[src/rtl/rx_cmd_pkg.sv]
// rx_cmd_pkg: shared definitions for the UART command parser.
//   - opcode byte constants recognised in IDLE
//   - CMD_OP encodings presented on the command interface
//   - parser FSM state type
package rx_cmd_pkg;

  localparam logic [7:0] OPC_WR      = 8'hAA;  // reg write : addr, data
  localparam logic [7:0] OPC_RD      = 8'hBB;  // reg read  : addr
  localparam logic [7:0] OPC_ALU     = 8'hCC;  // ALU       : opA, opB, fun
  localparam logic [7:0] OPC_ALU_NOP = 8'hDD;  // ALU       : fun only

  typedef enum logic [1:0] {
    OP_WR      = 2'd0,
    OP_RD      = 2'd1,
    OP_ALU     = 2'd2,
    OP_ALU_NOP = 2'd3
  } cmd_op_e;

  typedef enum logic [2:0] {
    IDLE    = 3'd0,
    WR_ADDR = 3'd1,
    WR_DATA = 3'd2,
    RD_ADDR = 3'd3,
    ALU_OPA = 3'd4,
    ALU_OPB = 3'd5,
    ALU_FUN = 3'd6,
    ISSUE   = 3'd7
  } state_e;

endpackage

[src/rtl/rx_err_counter.sv]
// rx_err_counter: saturating event counter.
//   clk   : clock, rising edge
//   rst_n : asynchronous active-low reset, clears the count
//   inc   : count one event this cycle
//   cnt   : current count, sticks at all-ones instead of wrapping
module rx_err_counter #(
  parameter int CNT_W = 8
) (
  input  logic             clk,
  input  logic             rst_n,
  input  logic             inc,
  output logic [CNT_W-1:0] cnt
);

  always_ff @(posedge clk or negedge rst_n) begin
    if (!rst_n)
      cnt <= '0;
    else if (inc && (cnt != {CNT_W{1'b1}}))
      cnt <= cnt + CNT_W'(1);
  end

endmodule

[src/rtl/rx_cmd_parser.sv]
// rx_cmd_parser: turns a stream of UART bytes into register / ALU commands.
//   CLK, RST          : clock (rising edge) and asynchronous active-low reset
//   RX_P_DATA/RX_D_VLD: received byte and its one-cycle valid strobe
//   PAR_ERR, STP_ERR  : receiver error flags qualifying the current byte
//   CMD_VALID/READY   : command handshake; fields held while VALID && !READY
//   CMD_OP            : 0 write, 1 read, 2 ALU with operands, 3 ALU no operands
//   CMD_ADDR/WDATA/OPA/OPB/FUN : command fields, untouched when unused
//   FRM_ERR           : one-cycle pulse per aborted or dropped byte
//   ERR_CNT           : saturating count of FRM_ERR pulses
module rx_cmd_parser
  import rx_cmd_pkg::*;
#(
  parameter int DATA_WIDTH = 8,
  parameter int ADDR_WIDTH = 4,
  parameter int FUN_WIDTH  = 4
) (
  input  logic                  CLK,
  input  logic                  RST,
  input  logic [DATA_WIDTH-1:0] RX_P_DATA,
  input  logic                  RX_D_VLD,
  input  logic                  PAR_ERR,
  input  logic                  STP_ERR,
  output logic                  CMD_VALID,
  input  logic                  CMD_READY,
  output logic [1:0]            CMD_OP,
  output logic [ADDR_WIDTH-1:0] CMD_ADDR,
  output logic [DATA_WIDTH-1:0] CMD_WDATA,
  output logic [DATA_WIDTH-1:0] CMD_OPA,
  output logic [DATA_WIDTH-1:0] CMD_OPB,
  output logic [FUN_WIDTH-1:0]  CMD_FUN,
  output logic                  FRM_ERR,
  output logic [7:0]            ERR_CNT
);

  state_e  state, state_d;
  cmd_op_e op_q, op_d;
  logic    frm_err_d;
  logic    ld_op, ld_addr, ld_wdata, ld_opa, ld_opb, ld_fun;
  logic    good, bad;

  // A byte is usable only when the receiver reports it clean.
  assign good = RX_D_VLD && !PAR_ERR && !STP_ERR;
  assign bad  = RX_D_VLD && (PAR_ERR || STP_ERR);

  // ------------------------------------------------------------------
  // State register
  // ------------------------------------------------------------------
  always_ff @(posedge CLK or negedge RST) begin
    if (!RST) begin
      state   <= IDLE;
      FRM_ERR <= 1'b0;
    end else begin
      state   <= state_d;
      FRM_ERR <= frm_err_d;
    end
  end

  // ------------------------------------------------------------------
  // Next state, field load enables and error pulse request
  // ------------------------------------------------------------------
  always_comb begin
    state_d   = state;
    op_d      = op_q;
    frm_err_d = 1'b0;
    ld_op     = 1'b0;
    ld_addr   = 1'b0;
    ld_wdata  = 1'b0;
    ld_opa    = 1'b0;
    ld_opb    = 1'b0;
    ld_fun    = 1'b0;

    case (state)
      IDLE: begin
        if (good) begin
          ld_op = 1'b1;
          if (RX_P_DATA == DATA_WIDTH'(OPC_WR)) begin
            op_d    = OP_WR;
            state_d = WR_ADDR;
          end else if (RX_P_DATA == DATA_WIDTH'(OPC_RD)) begin
            op_d    = OP_RD;
            state_d = RD_ADDR;
          end else if (RX_P_DATA == DATA_WIDTH'(OPC_ALU)) begin
            op_d    = OP_ALU;
            state_d = ALU_OPA;
          end else if (RX_P_DATA == DATA_WIDTH'(OPC_ALU_NOP)) begin
            op_d    = OP_ALU_NOP;
            state_d = ALU_FUN;
          end else begin
            // Unknown opcode: the previous CMD_OP stays as it was.
            ld_op     = 1'b0;
            frm_err_d = 1'b1;
          end
        end else if (bad) begin
          frm_err_d = 1'b1;
        end
      end

      WR_ADDR: begin
        if (bad) begin
          frm_err_d = 1'b1;
          state_d   = IDLE;
        end else if (good) begin
          ld_addr = 1'b1;
          state_d = WR_DATA;
        end
      end

      WR_DATA: begin
        if (bad) begin
          frm_err_d = 1'b1;
          state_d   = IDLE;
        end else if (good) begin
          ld_wdata = 1'b1;
          state_d  = ISSUE;
        end
      end

      RD_ADDR: begin
        if (bad) begin
          frm_err_d = 1'b1;
          state_d   = IDLE;
        end else if (good) begin
          ld_addr = 1'b1;
          state_d = ISSUE;
        end
      end

      ALU_OPA: begin
        if (bad) begin
          frm_err_d = 1'b1;
          state_d   = IDLE;
        end else if (good) begin
          ld_opa  = 1'b1;
          state_d = ALU_OPB;
        end
      end

      ALU_OPB: begin
        if (bad) begin
          frm_err_d = 1'b1;
          state_d   = IDLE;
        end else if (good) begin
          ld_opb  = 1'b1;
          state_d = ALU_FUN;
        end
      end

      ALU_FUN: begin
        if (bad) begin
          frm_err_d = 1'b1;
          state_d   = IDLE;
        end else if (good) begin
          ld_fun  = 1'b1;
          state_d = ISSUE;
        end
      end

      ISSUE: begin
        // Any byte arriving while a command is pending is an overrun,
        // clean or not, and never touches the held fields.
        if (RX_D_VLD)
          frm_err_d = 1'b1;
        if (CMD_READY)
          state_d = IDLE;
      end

      default: state_d = IDLE;
    endcase
  end

  // ------------------------------------------------------------------
  // Command field registers; only the field named by the current byte
  // position is loaded, everything else keeps its last value.
  // ------------------------------------------------------------------
  always_ff @(posedge CLK or negedge RST) begin
    if (!RST) begin
      op_q      <= OP_WR;
      CMD_ADDR  <= '0;
      CMD_WDATA <= '0;
      CMD_OPA   <= '0;
      CMD_OPB   <= '0;
      CMD_FUN   <= '0;
    end else begin
      if (ld_op)    op_q      <= op_d;
      if (ld_addr)  CMD_ADDR  <= RX_P_DATA[ADDR_WIDTH-1:0];
      if (ld_wdata) CMD_WDATA <= RX_P_DATA;
      if (ld_opa)   CMD_OPA   <= RX_P_DATA;
      if (ld_opb)   CMD_OPB   <= RX_P_DATA;
      if (ld_fun)   CMD_FUN   <= RX_P_DATA[FUN_WIDTH-1:0];
    end
  end

  assign CMD_OP    = op_q;
  assign CMD_VALID = (state == ISSUE);

  rx_err_counter #(
    .CNT_W (8)
  ) u_err_cnt (
    .clk   (CLK),
    .rst_n (RST),
    .inc   (FRM_ERR),
    .cnt   (ERR_CNT)
  );

endmodule

[config.mk]
export PLATFORM = sky130hd
export DESIGN_NAME = rx_cmd_parser
export DESIGN_NICKNAME = d
export VERILOG_FILES = /design/src/rtl/rx_cmd_pkg.sv /design/src/rtl/rx_err_counter.sv /design/src/rtl/rx_cmd_parser.sv
export SDC_FILE = /design/constraint.sdc
export NUM_CORES = 1
export LEC_CHECK = 0
export BUFFER_PORTS_ARGS = -buffer_cell sky130_fd_sc_hd__buf_2
export CAP_MARGIN = 20
export CORE_MARGIN = 1.5
export CORE_UTILIZATION = 40
export DETAILED_ROUTE_END_ITERATION = 12
export HOLD_SLACK_MARGIN = 0.15
export PLACE_DENSITY = 0.66
export SLEW_MARGIN = 20
export SYNTH_ARGS = -nofsm -noshare
export SYNTH_HDL_FRONTEND = slang
export SYNTH_SLANG_ARGS = --single-unit
[constraint.sdc]
create_clock -name CLK -period 1.6 [get_ports CLK]
set_clock_uncertainty 0.05 [all_clocks]
set_input_delay 0.16 -clock CLK [delete_from_list [all_inputs] [get_ports CLK]]
set_output_delay 0.16 -clock CLK [all_outputs]
set_load 0.01 [all_outputs]
After elaboration in Yosys (flattened, before gate mapping)
Cells that the tools add are included.

storage, ports and cells
  flip-flop bits (word level) = 46
  input bits = 14
  output and inout port bits = 44

operators by class
  add/sub/neg operators = 1
  eq/ne operators = 19
  muxes and demuxes = 40
  reduce and logical (&&, ||, !) cells = 14

operator list
  cell                                                                     count
  3-bit 2-to-1 mux                                                         14
  8-bit == test, second input constant                                     4
  1-bit 2-to-1 mux                                                         20
  3-bit one-hot mux with 6 select lines                                    1
  3-bit == test, second input constant                                     4
  3-bit inequality test, second input constant                             3
  8-bit by 1-bit adder with 8-bit output, second input constant            1
  2-bit 2-to-1 mux                                                         4
  8-bit inequality test, second input constant                             1
  7-bit AND reduction                                                      1
  3-bit by 2-bit == test with 1-bit output, second input constant          2
  6-bit OR reduction                                                       1
  5-bit inequality test, second input constant                             1
  1-bit logical AND                                                        4
  4-bit AND reduction                                                      1
  4-bit nonzero test                                                       1
  3-bit by 1-bit == test with 1-bit output, second input constant          1
  3-bit zero test                                                          1
  3-bit by 1-bit inequality test with 1-bit output, second input constant  1
  1-bit one-hot mux with 3 select lines                                    1
  3-bit OR reduction                                                       1
  1-bit zero test                                                          2
  2-bit by 1-bit inequality test with 1-bit output, second input constant  1
  2-bit inequality test, second input constant                             1
  other kinds (2)                                                          2

Logic depth before layout (Yosys ltp)
  word-level depth = 8
  depth in mapped cells = 6

Cells and area by module
Synthesis repeated with hierarchy kept, for this count alone.

unflattened totals
  cells, all modules = 158
  area, all modules = 2078.2 µm²

by module, submodules not included
  module          instances  cells each  area an instance (µm²)  sequential area each (µm²)
  rx_cmd_parser   1          124         1674.1                  950.9
  rx_err_counter  1          34          404.1                   200.2

Worst setup path after synthesis
Ideal clock, no wire load.

  path type = register -> register
  from = register u_err_cnt.cnt[0]
  to = register u_err_cnt.cnt[5]
  library setup time = 0.126 ns
  arrival = 1.500 ns
  data required time = 1.424 ns
  path slack = -0.077 ns
  stages on the path, launching flop included = 7
  buffers on the path = 0
  clock period less this slack = 1.677 ns
  path through = dfrtp_1 > ha_1 > nand3_1 > o21a_1 > nand4_1 > or2_2 > xnor2_1

between the ends
  word-level cells in the longest chain between the ends = 2
  elaborated cells on any way between the ends = 3
  those cells by class = add/sub (1); eq/ne (1); reduce/logical (1)

RTL lines
  element                                                                         RTL line              text
  start: declaration                                                              rx_err_counter.sv:12  output logic [CNT_W-1:0] cnt
  start signal: assignment                                                        rx_err_counter.sv:19  cnt <= cnt + CNT_W'(1);
  branches (longest 2 deep; another with 8-bit by 1-bit adder with 8-bit output)  -

Several ways; the timed one is not identified.
A chain may end at the register's enable or synchronous reset.

Worst setup path after layout
  from = register state[2]
  to = register state[0]

between the ends
  word-level cells in the longest chain between the ends = 4
  elaborated cells on any way between the ends = 18
  those cells by class = eq/ne (14); mux (1); reduce/logical (3)

RTL lines
  element                                                                    RTL line             text
  start: declaration                                                         rx_cmd_parser.sv:35  state_e state, state_d;
  start signal: assignment                                                   rx_cmd_parser.sv:53  state <= state_d;
  3-bit == test or 3-bit by 2-bit == test with 1-bit output (tied branches)  rx_cmd_parser.sv:72  case (state)
  3-bit OR reduction (no source line)                                        -
  3-bit by 1-bit inequality test with 1-bit output (no source line)          -
  7-bit AND reduction (no source line)                                       -

Parallel ways exist; a longest one is shown, timed or not.

==> results.ini <==
[grt]
grt_pass1_wl_mm=7.783
grt_max_degree=22
grt_pass1_vias=1653
grt_usage=0.1677
antenna_found_initial=0
grt_overflow=0

[clock_tree]
clk_pin_slew_ns=0.09
clockBufferDepth=2
htreeDepth=2
numCtsBuffers=5
insertion_delay_ns=0.29
root_buffer=clkbuf_8
clock_sinks=46
tritoncts=yes

[synthesis]
synth_cells=162
synth_most_common_cell=dfrtp_1
yosys.cell_types.count=41
ys_ff_latch=46
synth_top_area_cell=dfrtp_1
netlist_area_mm2=0.002130
yosysSeqAreaShare=0.5405
synth_commonest_cells=dfrtp_1 (46), mux2_2 (32), nand2_1 (11)
ys.flop_type=dfrtp_1
synth_top_family_by_area=multiplexers
yosys.area_share.simple=0.1322
synthArstFlopShare=1.000
avgSynthCellArea_um2=13.15
synth_fp_nets=177
synth_fa_ha_area_frac=0.01058
synth_edf_count=0
synth-warning-count=0
synthXorXnorAreaFrac=0.03643
synth_compound_area_frac=0.08578
synth_top_area_frac=0.5405
ys_top_cells_by_area=dfrtp_1 (54%), mux2_2 (17%), xnor2_1 (2.1%), nand2_1 (1.9%), nand3b_4 (1.9%)
muxShareOfSynthArea=0.1739

[worst_setup_path]
cpPeakStageDelay_ns=0.44
regToRegStartpoint=state[2]
cp-startpoint=state[2]
crit_type=register to register
ff2ff_path_depth=6
critPathMaxFanout=6
start_kind=register
cp-end-kind=register
crit_chain=nand4_1 > a21boi_0 > buf_4 > a22oi_4 > mux2i_1 > o31ai_1
crit_required_ns=1.72
critPathArrivalTime_ns=1.69
cpMaxStageDelayCell=dfrtp_1

[place]
dp_hpwl_mm=3.505
place.gp.congestion=0.8487
portBuffers=57

[power_and_ir_drop]
power_uw=5142
p_leak_uw=0.001451
power.density_mw_per_mm2=1765
peakVddDrop_uv=999.3

[floorplan]
die_h_um=75.97
ios=58
die_w_um=75.97
start_util=0.4170
coreArea_mm2=0.005107
die-area_mm2=0.005771
rows=26

[layout]
syn2layout_area_growth_pct=36.78
antenna_cells=0
nets=269
multi_input_comb_area_um2=963.4
fillers=422
fin_util=0.5703
drive_gt1_frac=0.5569
regArea_mm2=0.001152

[flow_run]
cap_violations=0

[sta]
setup_viol=0
fin_crit_sh=0.9791
hold_viol_final=0
slew_headroom=0.6525
clock.fmax_mhz=638.4
fin_crit_ns=1.567
rsz0062_at_grt=yes
worst-slew-pin-transition_ns=0.5158
slew_viol_final=0

[routing]
wire_per_inst_um=14.41
firstDrtPassIters=4
routed-via-count=1596
routed_wl_mm=4.682
antenna_left=0
avgViaCountPerCell=4.911
route.detailed.drc=0
first_iter_violations=32

[worst_hold_path]
hold_class=input pin to register
whs_path_depth=2
hold_start=RX_P_DATA[4]

[outcome]
outcome=completed

## timing repair
action                                 CTS  global route
setup buffers                            0             2
hold buffers                             6             0
resized for setup                        0             6
setup endpoints to repair                0             4
endpoints found under the hold margin   57             0
## critical path: cells and delay by family (launching register included)
family | cells | cell delay [ns]
AO/OA/AOI/OAI | 3 | 0.43
multiplexers | 1 | 0.23
AND/OR/NAND/NOR | 1 | 0.15
flip-flops | 1 | 0.44
buffers and inverters | 1 | 0.15
## cells in the final DEF (no fill, tap or decap), drive strengths merged, types with 4 or more instances in the layout
master	instances
a21oi	4
dfrtp	46
dlygate4sd3	6
o21ai	5
nor3	4
nor2	5
xnor2	6
mux2	32
clkbuf	5
nand2	12
buf	84
nand4	4
## per-stage QoR
| step | setup TNS, ns | hold WS [ns] | cell area, um2 | setup slack, ns | std cells |
|---|---|---|---|---|---|
| finish | 0 | 0.1917 | 2913 | 0.03349 | 325 |
| global route | -0.08575 | 0.1971 | 2913 | -0.04526 | 325 |
| CTS | 0 | 0.1765 | 2873 | 0.03408 | 323 |
| detailed placement | -0.0003585 | 0.08777 | 2675 | -0.0003585 | 309 |
| global placement | 0 | 0.09980 | 2675 | 0.02106 | 309 |
| floorplan | 0 | -0.1856 | 2135 | 0.008051 | 162 |
## cell families (layout without fill, tap and decap cells)
logic type / Yosys count / in the layout
adder cells (fa/ha/maj): 2 / 2
flip-flops: 46 / 46
multiplexers: 33 / 33
buffers and inverters: 8 / 101
AO/OA/AOI/OAI: 24 / 24
AND/OR/NAND/NOR: 41 / 41
XOR/XNOR: 8 / 8
## power by group
part           internal [uW]  leakage [uW]  switching (uW)
Combinational           1130      0.000806            1030
Clock                    626     0.0000683             383
Sequential              1660      0.000576             309
## state kept, by name, summed over array words and instances, names as in the netlist
signal and cells:
CMD_OPB 8, CMD_OPA 8, CMD_FUN 4, CMD_OP 2
FRM_ERR 1, CMD_ADDR 4, state 3, CMD_WDATA 8
u_err_cnt.cnt 8
## final timing paths
kind                                     to  slack [ns]
setup / recovery                   state[0]        0.03
hold reg to reg            u_err_cnt.cnt[6]        0.45
setup reg to reg                   state[0]        0.03
max in group asynchronous       CMD_ADDR[2]        0.71
min in group asynchronous          state[1]        0.31
hold / removal                 CMD_WDATA[4]        0.19
## metal layers
metal  GRT usage  routed length (um)
met1      0.2103                2082
met4     0.04074                  33
met3     0.04819                 235
met2      0.2865                2330
met5           0                   0
## layout make-up
type | count | share of cell area
multi-input combinational | 108 | 0.3308
tap | 70 | 0.03007
timing repair buffer | 90 | 0.1924
inverter | 3 | 0.003866
clock buffer | 5 | 0.02363
clock inverter | 3 | 0.02363
sequential | 46 | 0.3956
Note: power is estimated with default switching activity, not from simulation.
